### src/rtl/prefetch_pkg.sv
// Shared types for the instruction prefetch unit: FSM states, fetch step and
// queue entry layout.
package prefetch_pkg;

  typedef enum logic [1:0] {
    IDLE,
    RUN,
    DRAIN
  } state_e;

  localparam int unsigned INSTR_STEP = 4;

  // Entries are sized for the widest supported XLEN; narrower builds
  // zero-extend on push and truncate on pop.
  localparam int unsigned XLEN_MAX = 64;

  typedef struct packed {
    logic [XLEN_MAX-1:0] instr;
    logic [XLEN_MAX-1:0] pc;
  } fifo_entry_t;

endpackage

### src/rtl/prefetch_if.sv
// Bus bundle of the prefetch unit: icache request/response, redirect input and
// decode-side output handshake.
interface prefetch_if #(
  parameter int unsigned XLEN = 32
) ();

  logic            imem_req_valid;
  logic            imem_req_ready;
  logic [XLEN-1:0] imem_req_addr;

  logic            imem_rsp_valid;
  logic [XLEN-1:0] imem_rsp_instr;

  logic            redirect_valid;
  logic [XLEN-1:0] redirect_addr;

  logic            out_valid;
  logic            out_ready;
  logic [XLEN-1:0] out_instr;
  logic [XLEN-1:0] out_pc;
  logic [XLEN-1:0] out_pc_step;

  modport master (
    output imem_req_valid,
    input  imem_req_ready,
    output imem_req_addr,
    input  imem_rsp_valid,
    input  imem_rsp_instr,
    input  redirect_valid,
    input  redirect_addr,
    output out_valid,
    input  out_ready,
    output out_instr,
    output out_pc,
    output out_pc_step
  );

  modport slave (
    input  imem_req_valid,
    output imem_req_ready,
    input  imem_req_addr,
    output imem_rsp_valid,
    output imem_rsp_instr,
    output redirect_valid,
    output redirect_addr,
    input  out_valid,
    output out_ready,
    input  out_instr,
    input  out_pc,
    input  out_pc_step
  );

endinterface

### src/rtl/sync_fifo.sv
// Synchronous FIFO with flush; a push into a full FIFO is accepted when a pop
// happens in the same cycle.
module sync_fifo #(
  parameter int unsigned WIDTH = 32,
  parameter int unsigned DEPTH = 4
) (
  input  logic                   clk,
  input  logic                   rst,
  input  logic                   push,
  input  logic [WIDTH-1:0]       wdata,
  input  logic                   pop,
  output logic [WIDTH-1:0]       rdata,
  input  logic                   flush,
  output logic                   full,
  output logic                   empty,
  output logic [$clog2(DEPTH):0] count
);

  localparam int unsigned AW = $clog2(DEPTH);

  logic [AW-1:0]    wr_ptr_q, rd_ptr_q;
  logic [AW:0]      count_q;
  logic [WIDTH-1:0] mem_q [DEPTH];
  logic             do_push, do_pop;

  assign empty   = (count_q == '0);
  assign full    = (count_q == (AW+1)'(DEPTH));
  assign do_pop  = pop & ~empty;
  assign do_push = push & (~full | do_pop);
  assign count   = count_q;
  assign rdata   = mem_q[rd_ptr_q];

  always_ff @(posedge clk or negedge rst) begin
    if (!rst) begin
      wr_ptr_q <= '0;
      rd_ptr_q <= '0;
      count_q  <= '0;
    end else if (flush) begin
      wr_ptr_q <= '0;
      rd_ptr_q <= '0;
      count_q  <= '0;
    end else begin
      if (do_push) wr_ptr_q <= wr_ptr_q + AW'(1);
      if (do_pop)  rd_ptr_q <= rd_ptr_q + AW'(1);
      count_q <= count_q + (AW+1)'(do_push) - (AW+1)'(do_pop);
    end
  end

  // Storage needs no reset: an empty FIFO never exposes its contents.
  always_ff @(posedge clk) begin
    if (do_push && !flush) mem_q[wr_ptr_q] <= wdata;
  end

endmodule

### src/rtl/prefetch_unit.sv
// Instruction prefetcher: issues in-order icache fetches under a credit limit,
// queues responses with their PCs and squashes stale responses after a redirect.
module prefetch_unit
  import prefetch_pkg::*;
#(
  parameter int unsigned     XLEN     = 32,
  parameter int unsigned     DEPTH    = 4,
  parameter logic [XLEN-1:0] RESET_PC = '0
) (
  input logic        clk,
  input logic        rst,
  prefetch_if.master bus
);

  localparam int unsigned     CW   = $clog2(DEPTH) + 1;
  localparam logic [XLEN-1:0] STEP = XLEN'(INSTR_STEP);

  state_e          state_q, state_d;
  logic [XLEN-1:0] pc_q, pc_d;
  logic [CW-1:0]   inflight_q, inflight_d;
  logic [CW-1:0]   discard_q, discard_d;

  logic            active, credit_ok, req_valid, req_fire;
  logic [XLEN-1:0] req_addr;
  logic            fifo_push, fifo_pop, fifo_empty, fifo_full;
  logic [CW-1:0]   fifo_count;
  fifo_entry_t     push_entry, head_entry;
  logic [XLEN-1:0] tag_head;
  logic            tag_full, tag_empty;
  logic [CW-1:0]   tag_count;
  logic            out_valid;
  logic [XLEN-1:0] out_pc;
  logic            unused_status;

  assign active    = (state_q == RUN) || (state_q == DRAIN);
  assign credit_ok = ({1'b0, fifo_count} + {1'b0, inflight_q}) < (CW+1)'(DEPTH);
  assign req_valid = active & ~bus.redirect_valid & credit_ok;
  assign req_fire  = req_valid & bus.imem_req_ready;
  assign req_addr  = {pc_q[XLEN-1:2], 2'b00};

  assign bus.imem_req_valid = req_valid;
  assign bus.imem_req_addr  = req_addr;

  // A response is squashed while stale ones remain or when it meets a redirect.
  assign fifo_push = bus.imem_rsp_valid & ~bus.redirect_valid & (discard_q == '0);
  assign fifo_pop  = out_valid & bus.out_ready;

  assign push_entry.instr = XLEN_MAX'(bus.imem_rsp_instr);
  assign push_entry.pc    = XLEN_MAX'(tag_head);

  sync_fifo #(
    .WIDTH ($bits(fifo_entry_t)),
    .DEPTH (DEPTH)
  ) u_instr_fifo (
    .clk   (clk),
    .rst   (rst),
    .push  (fifo_push),
    .wdata (push_entry),
    .pop   (fifo_pop),
    .rdata (head_entry),
    .flush (bus.redirect_valid),
    .full  (fifo_full),
    .empty (fifo_empty),
    .count (fifo_count)
  );

  // Addresses of outstanding requests, retired one per response (kept or not).
  sync_fifo #(
    .WIDTH (XLEN),
    .DEPTH (DEPTH)
  ) u_tag_queue (
    .clk   (clk),
    .rst   (rst),
    .push  (req_fire),
    .wdata (req_addr),
    .pop   (bus.imem_rsp_valid),
    .rdata (tag_head),
    .flush (1'b0),
    .full  (tag_full),
    .empty (tag_empty),
    .count (tag_count)
  );

  assign unused_status = ^{fifo_full, tag_full, tag_empty, tag_count, head_entry};

  assign out_valid       = ~fifo_empty;
  assign out_pc          = fifo_empty ? '0 : XLEN'(head_entry.pc);
  assign bus.out_valid   = out_valid;
  assign bus.out_pc      = out_pc;
  assign bus.out_instr   = fifo_empty ? '0 : XLEN'(head_entry.instr);
  assign bus.out_pc_step = out_pc + STEP;

  always_comb begin
    state_d    = state_q;
    pc_d       = pc_q;
    discard_d  = discard_q;
    inflight_d = inflight_q + CW'(req_fire) - CW'(bus.imem_rsp_valid);

    if (bus.redirect_valid) begin
      pc_d      = {bus.redirect_addr[XLEN-1:2], 2'b00};
      discard_d = inflight_q - CW'(bus.imem_rsp_valid);
    end else begin
      if (req_fire) pc_d = pc_q + STEP;
      if (bus.imem_rsp_valid && (discard_q != '0)) discard_d = discard_q - CW'(1);
    end

    unique case (state_q)
      IDLE:    state_d = RUN;
      RUN:     if (bus.redirect_valid && (discard_d != '0)) state_d = DRAIN;
      DRAIN:   if (discard_d == '0) state_d = RUN;
      default: state_d = IDLE;
    endcase
  end

  always_ff @(posedge clk or negedge rst) begin
    if (!rst) begin
      state_q    <= IDLE;
      pc_q       <= RESET_PC;
      inflight_q <= '0;
      discard_q  <= '0;
    end else begin
      state_q    <= state_d;
      pc_q       <= pc_d;
      inflight_q <= inflight_d;
      discard_q  <= discard_d;
    end
  end

endmodule

### src/flat_wrapper.sv
// flat-port wrapper written by rule: the top's interface ports become plain ports
module prefetch_unit_flat import prefetch_pkg::*;
#(
  parameter int unsigned     XLEN     = 32,
  parameter int unsigned     DEPTH    = 4,
  parameter logic [XLEN-1:0] RESET_PC = '0
)
  (clk, rst, bus_imem_req_valid, bus_imem_req_ready, bus_imem_req_addr, bus_imem_rsp_valid, bus_imem_rsp_instr, bus_redirect_valid, bus_redirect_addr, bus_out_valid, bus_out_ready, bus_out_instr, bus_out_pc, bus_out_pc_step);
  prefetch_if #(.XLEN(XLEN)) bus_i ();
  input logic clk;
  input logic rst;
  output wire logic [$bits(bus_i.imem_req_valid)-1:0] bus_imem_req_valid;
  input wire logic [$bits(bus_i.imem_req_ready)-1:0] bus_imem_req_ready;
  output wire logic [$bits(bus_i.imem_req_addr)-1:0] bus_imem_req_addr;
  input wire logic [$bits(bus_i.imem_rsp_valid)-1:0] bus_imem_rsp_valid;
  input wire logic [$bits(bus_i.imem_rsp_instr)-1:0] bus_imem_rsp_instr;
  input wire logic [$bits(bus_i.redirect_valid)-1:0] bus_redirect_valid;
  input wire logic [$bits(bus_i.redirect_addr)-1:0] bus_redirect_addr;
  output wire logic [$bits(bus_i.out_valid)-1:0] bus_out_valid;
  input wire logic [$bits(bus_i.out_ready)-1:0] bus_out_ready;
  output wire logic [$bits(bus_i.out_instr)-1:0] bus_out_instr;
  output wire logic [$bits(bus_i.out_pc)-1:0] bus_out_pc;
  output wire logic [$bits(bus_i.out_pc_step)-1:0] bus_out_pc_step;
  assign bus_imem_req_valid = bus_i.imem_req_valid;
  assign bus_i.imem_req_ready = bus_imem_req_ready;
  assign bus_imem_req_addr = bus_i.imem_req_addr;
  assign bus_i.imem_rsp_valid = bus_imem_rsp_valid;
  assign bus_i.imem_rsp_instr = bus_imem_rsp_instr;
  assign bus_i.redirect_valid = bus_redirect_valid;
  assign bus_i.redirect_addr = bus_redirect_addr;
  assign bus_out_valid = bus_i.out_valid;
  assign bus_i.out_ready = bus_out_ready;
  assign bus_out_instr = bus_i.out_instr;
  assign bus_out_pc = bus_i.out_pc;
  assign bus_out_pc_step = bus_i.out_pc_step;
  prefetch_unit #(.XLEN(XLEN), .DEPTH(DEPTH), .RESET_PC(RESET_PC)) u_core (.clk(clk), .rst(rst), .bus(bus_i));
endmodule
### config.mk
export PLATFORM = sky130hd
export DESIGN_NAME = prefetch_unit_flat
export DESIGN_NICKNAME = d
export VERILOG_FILES = /design/src/rtl/prefetch_pkg.sv /design/src/rtl/prefetch_if.sv /design/src/rtl/sync_fifo.sv /design/src/rtl/prefetch_unit.sv /design/src/flat_wrapper.sv
export SDC_FILE = /design/constraint.sdc
export NUM_CORES = 1
export LEC_CHECK = 0
export ABC_CLOCK_PERIOD_IN_PS = 5100
export BUFFER_PORTS_ARGS = -buffer_cell sky130_fd_sc_hd__buf_2
export CAP_MARGIN = 20
export CORE_AREA = 2 2 199 201
export CTS_BUF_LIST = sky130_fd_sc_hd__clkbuf_4
export DETAILED_ROUTE_END_ITERATION = 12
export DIE_AREA = 0 0 201 203
export PLACE_DENSITY = 0.67
export SKIP_CTS_REPAIR_TIMING = 1
export SYNTH_ARGS = -nofsm -noshare
export SYNTH_HDL_FRONTEND = slang
export SYNTH_SLANG_ARGS = --single-unit
### constraint.sdc
create_clock -name clk -period 5.1 [get_ports clk]
set_clock_uncertainty 0.05 [all_clocks]
set_input_delay 0.255 -clock clk [delete_from_list [all_inputs] [get_ports clk]]
set_output_delay 0.255 -clock clk [all_outputs]
set_load 0.05 [all_outputs]
==> results_dict.tcl, run 1 <==
set metrics [dict create \
    outcome "finished clean" \
    dpl-instance-area_um2 19170 \
    synthFlopType "edfxtp_1" \
    layout_min_cycle_time_ns 4.567 \
    synthToLayoutAreaGrowth_pct 19.71 \
    min_from "bus_imem_req_ready" \
    maxSlewViolCount 0 \
    synth_most_common_cell "edfxtp_1" \
    ys_ff_latch 420 \
    first_global_vias 10056 \
    gp_congestion 0.8152 \
    critPathMaxFanout 44 \
    port_buffers 191 \
    num_rows 72 \
    ys_top_cells_by_area "edfxtp_1 63%, mux4_2 9.6%, dfrtp_1 7.4%" \
    final_area_um2 21130 \
    p_leak_nw 7.809 \
    seqPwrFrac 0.393 \
    cts_tree "done" \
    routedWlPerCell_um 18.83 \
    combPwrFrac 0.372 \
    p_per_area_nw_per_um2 547.1 \
    finalSetupTns_ns 0 \
    pin_count 200 \
    holdPathStages 5 \
    total_power_mw 11.56 \
    internal_power_mw 6.952 \
    regToRegSetupSlack_ns 1.88 \
    setup_viol 0 \
    vias 10221 \
    timing_worst_slew_pin_value_ns 0.9557 \
    worstPathRequired_ns 4.80 \
    worstSetupPathType "reg -> out" \
    synth_common_cells "368 x edfxtp_1, 75 x mux4_2, 69 x nand2_1" \
    synthArstFlopShare 0.1238 \
    pwr-share-clk 0.235 \
    clk_latency_ns 0.77 \
    start_util 0.4590 \
    timing.hold.ws_ns 0.1000 \
    syn_avg_cell_area_um2 17.33 \
    route.detailed.vias_per_inst 5.244 \
    switchingPower_mw 4.610 \
    root_buffer "clkbuf_4" \
    r2r_cells 11 \
    final_util 0.5494 \
    antenna_found_initial 2 \
    swShare 0.3987 \
    maxCapViolCount 0 \
    max_slew_margin 0.3629 \
    hold_viol_final 0 \
    ys_types 60 \
    fmax_mhz 219.0 \
    die_area_um2 40800 \
    core_um2 38470 \
    regToRegEndpoint "u_core.u_tag_queue.count[2]" \
    drc 0 \
    clock_sinks 420 \
    rsz0062_at_grt "no" \
    grt_pass1_wl_um 56370 \
    fin_nets 1456 \
    drt_iter0_drc 588 \
    grt-ovfl-total 0 \
    syn_inst 1019 \
    totalWireLength_um 36690 \
    die_h_um 203 \
    yosysWarnings 0 \
    end_kind "primary output" \
    yosysTopAreaCellShare 0.6259 \
    die_w_um 201 \
    hold_path.class "in -> reg" \
    post-route-period-util 0.8954 \
    clk_path_buf_depth 3 \
    final_layout_size_suffix_gt1_frac 0.3296 \
    holdPathEnd "u_core.pc_q[2]" \
    yosysSeqAreaShare 0.6996 \
    worstSetupStartpointType "register" \
    synth_largest_area_cell "edfxtp_1" \
    syn-cell-area_um2 17650 \
    reg2reg_from "u_core.u_instr_fifo.count[1]" \
    cts_made_buffers 105 \
    cts_max_level 3 \
    synth_edf_count 368 \
    dr.pass1.iters 5 \
    ant_nets 0 \
    vdd.ir_drop.worst_mv 0.2730 \
    grt_max_degree 63 \
    path_clk_slew_ns 0.06 \
    track_usage 0.1793 \
    place_hpwl_um 22810 \
    arrival_ns 4.26 \
]
through the flow:
stage / cells / setup slack, ns
after floorplan: 1024 / 0.1147
after global placement: 1703 / 1.243
after detailed placement: 1703 / 1.219
after CTS: 1880 / 0.3467
after global routing: 1949 / 0.08940
final: 1949 / 0.5334
cell families after synthesis:
group           synth area share
mux                       0.1230
fa+ha+maj                0.02041
simple gates             0.07994
flops                     0.6996
other cells            0.0002124
compound gates           0.02884
buf+inv                  0.02410
xor+xnor                 0.02381
flip-flops by register name (all words and copies together), names as in the netlist, 3 cells and up:
| signal | count |
|---|---|
| u_core.discard_q | 3 |
| u_core.inflight_q | 3 |
| u_core.pc_q | 30 |
| u_core.u_instr_fifo.count | 3 |
| u_core.u_instr_fifo.mem_q | 248 |
| u_core.u_tag_queue.count | 3 |
| u_core.u_tag_queue.mem_q | 120 |
power by group through the flow:
stage	logic [mW]	clock network (mW)	registers, mW
floorplan	3.35	0	4.51
global placement	4.26	0	4.61
detailed placement	4.30	0	4.62
CTS	4.30	2.81	4.55
global route	4.58	2.99	4.60
finish	4.30	2.72	4.54
how the worst max path moves through the flow:
stage / from / endpoint / slack [ns]
2_1_floorplan: u_core.u_instr_fifo.count[1] / bus_out_pc_step[30] / 0.11
3_5_place_dp: u_core.u_instr_fifo.rd_ptr_q[0] / bus_out_pc_step[30] / 1.22
5_1_grt: u_core.u_instr_fifo.rd_ptr_q[0] / bus_out_pc_step[30] / 0.09
3_3_place_gp: u_core.u_instr_fifo.rd_ptr_q[0] / bus_out_pc_step[30] / 1.24
6_report: u_core.u_instr_fifo.rd_ptr_q[0] / bus_out_pc_step[30] / 0.53
4_1_cts: u_core.u_instr_fifo.rd_ptr_q[0] / bus_out_pc_step[30] / 0.35
cell type report:
class	instances	area (um2)
diodes	2	5.005
fillers	3090	17330
flip-flops and latches	420	12360
multi-input cells	517	4901
repair buffers	278	1787
well taps	518	648.1
clock inverters	25	153.9
inverters	37	138.9
clock buffers	152	1141
worst max-delay path, cell delays in order, from the launching register on:
cell and delay (ns):
dfrtp_4 0.98, mux4_1 0.47, nand2_1 0.09, inv_1 0.10, ha_1 0.18, inv_1 0.08, or3_1 0.59, nor4_4 0.40
nand4_1 0.18, xnor2_1 0.15, buf_2 0.27
layer usage:
| metal | vias up | share of wire | track usage | routed length [um] |
|---|---|---|---|---|
| met3 | 57 | 0.064 | 0.04880 | 2345 |
| met4 | 0 | 0.018 | 0.06085 | 644 |
| met2 | 352 | 0.47 | 0.2772 | 17380 |
| met1 | 5119 | 0.44 | 0.2477 | 16330 |
| met5 | - | 0 | 0 | 0 |
| li1 | 4693 | - | - | - |
cells in the final DEF (no fill, tap or decap), drive strengths merged, types with 4 or more instances in the layout:
master and n:
nor2b 5, nand3 29, clkinv 19, a21oi 9
clkbuf 152, a31oi 9, nand2 69, nor3 17
o211ai 4, mux4 91, nand4 11, dfrtp 52
xor2 19, mux2i 4, edfxtp 368, inv 40
a221o 4, nor4 6, and2 61, conb 6
and3 8, nor2 39, dlygate4sd3 66, o21ai 30
ha 24, xnor2 29, buf 212
Power figures use the tool's default switching activity.
==> run 2: changes to the inputs <==
CORE_AREA = 2 2 184 186   (was 2 2 199 201)
DIE_AREA = 0 0 186 188   (was 0 0 201 203)
PLACE_DENSITY = 0.76   (was 0.67)
==> run 2 against run 1 <==
Against the previous run:
- hold slack worse by 0.083 ns
- combinational power increased by 3%
- first-iteration DRC count up 18%
- die area is 14% lower
- sequential power fell by 3%
- fmax up 6.6%
- setup slack improved by 0.28 ns
- critical path depth shrank 2
- global-route usage grew 2.3 points
- clock-buffer cell count shrank 4
- sequential cell count unchanged
- register-to-register slack lost 0.08 ns
==> results_dict.tcl, run 2 (synthesis gave the netlist of run 1 again) <==
set metrics [dict create \
    clk_latency_ns 0.74 \
    routedWlPerCell_um 19.12 \
    p_per_area_nw_per_um2 547.6 \
    die_area_um2 34970 \
    cts_max_level 3 \
    totalWireLength_um 35840 \
    die_w_um 186 \
    total_power_mw 11.52 \
    dr.pass1.iters 5 \
    seqPwrFrac 0.384 \
    antenna_found_initial 1 \
    port_buffers 191 \
    maxSlewViolCount 0 \
    largest_reg_flops 248 \
    vdd.ir_drop.worst_mv 0.4254 \
    pin_count 200 \
    synthToLayoutAreaGrowth_pct 19.14 \
    cts_made_buffers 104 \
    route.detailed.vias_per_inst 5.551 \
    setup_viol 0 \
    rsz0062_at_grt "no" \
    drt_iter0_drc 694 \
    switchingPower_mw 4.614 \
    regToRegSetupSlack_ns 1.80 \
    first_global_vias 10122 \
    final_area_um2 21030 \
    core_um2 33110 \
    post-route-period-util 0.8403 \
    internal_power_mw 6.904 \
    worstSetupPathType "reg -> out" \
    path_clk_slew_ns 0.06 \
    timing_worst_slew_pin_value_ns 0.9327 \
    end_kind "primary output" \
    reg2reg_from "u_core.u_instr_fifo.count[1]" \
    fillerInstances 2312 \
    reg_top3 "u_core.u_instr_fifo.mem_q x248, u_core.u_tag_queue.mem_q x120, u_core.pc_q x30" \
    regToRegEndpoint "u_core.u_tag_queue.mem_q[1][1]" \
    crit_end "bus_out_pc_step[26]" \
    multi_input_area_um2 4901 \
    regMostFlops "u_core.u_instr_fifo.mem_q" \
    place_hpwl_um 22660 \
    cts_tree "done" \
    hold_path.class "in -> reg" \
    fin_nets 1453 \
    dp.cells 1631 \
    hold_viol_final 0 \
    pwr-share-clk 0.230 \
    num_rows 67 \
    grt_pass1_wl_um 54050 \
    p_leak_nw 7.789 \
    critPathMaxFanout 25 \
    r2r_cells 7 \
    final_layout_size_suffix_gt1_frac 0.3291 \
    drc 0 \
    crit_start "u_core.u_instr_fifo.rd_ptr_q[1]" \
    max_slew_margin 0.3782 \
    final_cell_mix "368 x edfxtp_1, 191 x buf_2, 148 x clkbuf_4" \
    layout_min_cycle_time_ns 4.286 \
    instances_no_fill 1874 \
    maxCapViolCount 0 \
    arrival_ns 3.98 \
    gp_congestion 0.8166 \
    dpl-instance-area_um2 19070 \
    grt-ovfl-total 0 \
    final_common_cell "edfxtp_1" \
    clk_path_buf_depth 3 \
    root_buffer "clkbuf_4" \
    finalSetupTns_ns 0 \
    start_util 0.5332 \
    clock_sinks 420 \
    fmax_mhz 233.3 \
    grt_max_degree 63 \
    regArea_um2 12360 \
    outcome "finished clean" \
    swShare 0.4006 \
    vias 10402 \
    track_usage 0.2022 \
    die_h_um 188 \
    worstPathRequired_ns 4.80 \
    combPwrFrac 0.386 \
    ant_nets 0 \
    worstSetupStartpointType "register" \
]
[run 2: worst min path at each step]
| stage | cells after the start | startpoint | end |
|---|---|---|---|
| global placement | 2 | rst | u_core.state_q[1] |
| detailed placement | 2 | rst | u_core.state_q[1] |
| global route | 4 | bus_out_ready | u_core.u_instr_fifo.rd_ptr_q[1] |
| CTS | 2 | rst | u_core.state_q[1] |
| finish | 4 | bus_out_ready | u_core.u_instr_fifo.rd_ptr_q[1] |
| floorplan | 0 | rst | u_core.discard_q[0] |
[run 2: final cells by class]
cell class | count | area share
multi-input combinational | 517 | 0.2330
timing repair buffer | 276 | 0.08548
antenna | 1 | 0.0001190
sequential | 420 | 0.5876
clock inverter | 27 | 0.007733
tap | 448 | 0.02665
clock buffer | 148 | 0.05283
inverter | 37 | 0.006603
[run 2: per-layer routing]
metal	part of all wire	routed length [um]	vias up	global-route usage
met3	0.070	2512	54	0.04312
li1	-	-	4691	-
met5	0	0	-	0
met4	0.017	614	0	0.06814
met2	0.47	16930	454	0.3073
met1	0.44	15780	5203	0.2945
[run 2: critical path, cell delays in order, from the launching register on]
cell,delay [ns]
dfrtp_2,0.74
buf_4,0.44
mux2i_1,0.15
or4_4,0.51
a211o_4,0.41
nor4_4,0.40
nand3_1,0.14
xnor2_1,0.18
buf_2,0.29
[run 2: power groups by stage]
stage / clock network, mW / logic (mW) / registers (mW)
6_report: 2.65 / 4.44 / 4.42
5_1_grt: 2.91 / 4.74 / 4.46
3_3_place_gp: 0 / 4.27 / 4.53
4_1_cts: 2.74 / 4.34 / 4.48
2_1_floorplan: 0 / 3.35 / 4.51
3_5_place_dp: 0 / 4.34 / 4.56
[run 2: stage by stage]
| stage | worst slack (ns) | hold WS [ns] | utilization |
|---|---|---|---|
| floorplan | 0.1147 | -0.09059 | - |
| global route | 0.5530 | 0.01435 | 0.6352 |
| CTS | 0.7318 | -0.4375 | 0.6145 |
| global placement | 1.551 | 0.3775 | 0.5760 |
| detailed placement | 1.527 | 0.3808 | 0.5760 |
| finish | 0.8143 | 0.01703 | 0.6352 |
==> run 3: changes to the inputs <==
ABC_CLOCK_PERIOD_IN_PS = 3720   (was 5100)
PLACE_DENSITY = 0.79   (was 0.76)
clock period = 3.72 ns   (was 5.1 ns; I/O delays follow)
==> run 3 against run 2 <==
Against the previous run:
- the run now ends with negative setup slack left
- die area did not move
- setup slack got worse by 0.89 ns
- core utilization up 2.0 points
- total power is 42% higher
- clock-buffer cell count fell by 9
- combinational power rose by 48%
==> results_dict.tcl, run 3 (synthesis gave the netlist of run 1 again) <==
set metrics [dict create \
    r2r_cells 9 \
    vias 10686 \
    pin_count 200 \
    place_hpwl_um 23280 \
    drt_iter0_drc 853 \
    start_util 0.5332 \
    p_leak_nw 8.106 \
    critPathMaxFanout 6 \
    timing.hold.ws_ns 0.05963 \
    cts_made_buffers 103 \
    cts_tree "done" \
    end_kind "primary output" \
    outcome "complete, but fails checks" \
    dr.pass1.iters 6 \
    regMostFlops "u_core.u_instr_fifo.mem_q" \
    hold_path.class "in -> async" \
    routedWlPerCell_um 19.65 \
    path_clk_slew_ns 0.09 \
    max_slew_margin 0.2084 \
    violations "negative setup slack" \
    first_global_vias 10336 \
    totalWireLength_um 37920 \
    grt-ovfl-total 0 \
    cts_max_level 3 \
    layout_min_cycle_time_ns 3.798 \
    final_common_cell "edfxtp_1" \
    ant_nets 0 \
    vdd.ir_drop.worst_mv 0.5143 \
    worstSetupPathType "reg -> out" \
    fin_nets 1492 \
    grt_pass1_wl_um 54990 \
    arrival_ns 3.56 \
    finalSetupTns_ns -0.1674 \
    track_usage 0.2052 \
    grt_max_degree 63 \
    reg2reg_from "u_core.state_q[0]" \
    die_w_um 186 \
    worstPathRequired_ns 3.48 \
    clock_sinks 420 \
    largest_reg_flops 248 \
    maxSlewViolCount 0 \
    final_cell_mix "368 x edfxtp_1, 174 x buf_2, 139 x clkbuf_4" \
    worstSetupStartpointType "register" \
    rsz0062_at_grt "yes" \
    maxCapViolCount 0 \
    p_per_area_nw_per_um2 756.0 \
    post-route-period-util 1.021 \
    die_h_um 188 \
    num_rows 67 \
    antenna_found_initial 1 \
    crit_end "bus_out_pc_step[31]" \
    die_area_um2 34970 \
    clk_latency_ns 0.72 \
    crit_start "u_core.u_instr_fifo.rd_ptr_q[0]" \
    regToRegEndpoint "u_core.pc_q[15]" \
    fin_ws_ns -0.07766 \
    drc 0 \
    gp_congestion 0.8689 \
    timing_worst_slew_pin_value_ns 1.183 \
    reg_top3 "u_core.u_instr_fifo.mem_q x248, u_core.u_tag_queue.mem_q x120, u_core.pc_q x30" \
    core_um2 33110 \
    clk_path_buf_depth 3 \
    port_buffers 191 \
    regToRegSetupSlack_ns 0.72 \
    root_buffer "clkbuf_4" \
    synthToLayoutAreaGrowth_pct 22.96 \
    setup_viol 5 \
    final_layout_size_suffix_gt1_frac 0.3579 \
    hold_viol_final 0 \
    route.detailed.vias_per_inst 5.537 \
    fmax_mhz 263.3 \
]
## run 3: stage by stage
stage / setup WS (ns) / area, um2 / cells / total power [mW] / utilization
final: -0.07766 / 21710 / 1930 / 16.41 / 0.6555
after global routing: -0.2429 / 21710 / 1930 / 17.20 / 0.6555
after CTS: -0.5757 / 20580 / 1832 / 16.06 / 0.6215
after floorplan: 0.03855 / 17740 / 1024 / 10.84 / -
after detailed placement: 0.1845 / 19240 / 1641 / 12.29 / 0.5811
after global placement: 0.2443 / 19240 / 1641 / 12.16 / 0.5811
## run 3: power by group
part           total (mW)  switching (mW)  internal [mW]
Clock                3.75            1.83           1.92
Combinational        6.59            4.42           2.17
Sequential           6.07           0.362           5.71
## run 3: layout make-up
class / count / area (um2)
Multi-Input combinational cell: 517 / 5027
Tap cell: 448 / 560.5
Antenna cell: 1 / 2.502
Clock inverter: 52 / 295.3
Clock buffer: 139 / 1044
Timing Repair Buffer: 316 / 2268
Fill cell: 2152 / 11410
Inverter: 37 / 145.1
Sequential cell: 420 / 12360
## run 3: how the worst min path moves through the flow
stage	startpoint	endpoint	slack (ns)	depth (start not counted)
2_1_floorplan	rst	u_core.discard_q[0]	-0.16	0
3_3_place_gp	rst	u_core.pc_q[25]	0.02	1
3_5_place_dp	rst	u_core.pc_q[25]	0.02	1
4_1_cts	rst	u_core.discard_q[2]	-0.80	1
5_1_grt	rst	u_core.u_instr_fifo.count[0]	0.04	3
6_report	rst	u_core.u_instr_fifo.count[0]	0.06	3
## run 3: worst max-delay path, stage by stage, from the launching register on
cell	delay, ns
dfrtp_4	0.54
buf_8	0.17
mux4_2	0.38
and3_4	0.19
or4b_4	0.56
nor4_4	0.31
buf_4	0.19
nand4_1	0.11
xnor2_1	0.20
buf_4	0.22
## run 3: per-layer routing
layer | global-route usage | up-vias | routed length [um]
met5 | 0 | - | 0
met4 | 0.06481 | 0 | 481
met3 | 0.04875 | 44 | 3165
met2 | 0.3194 | 557 | 18230
met1 | 0.2898 | 5311 | 16040
li1 | - | 4774 | -
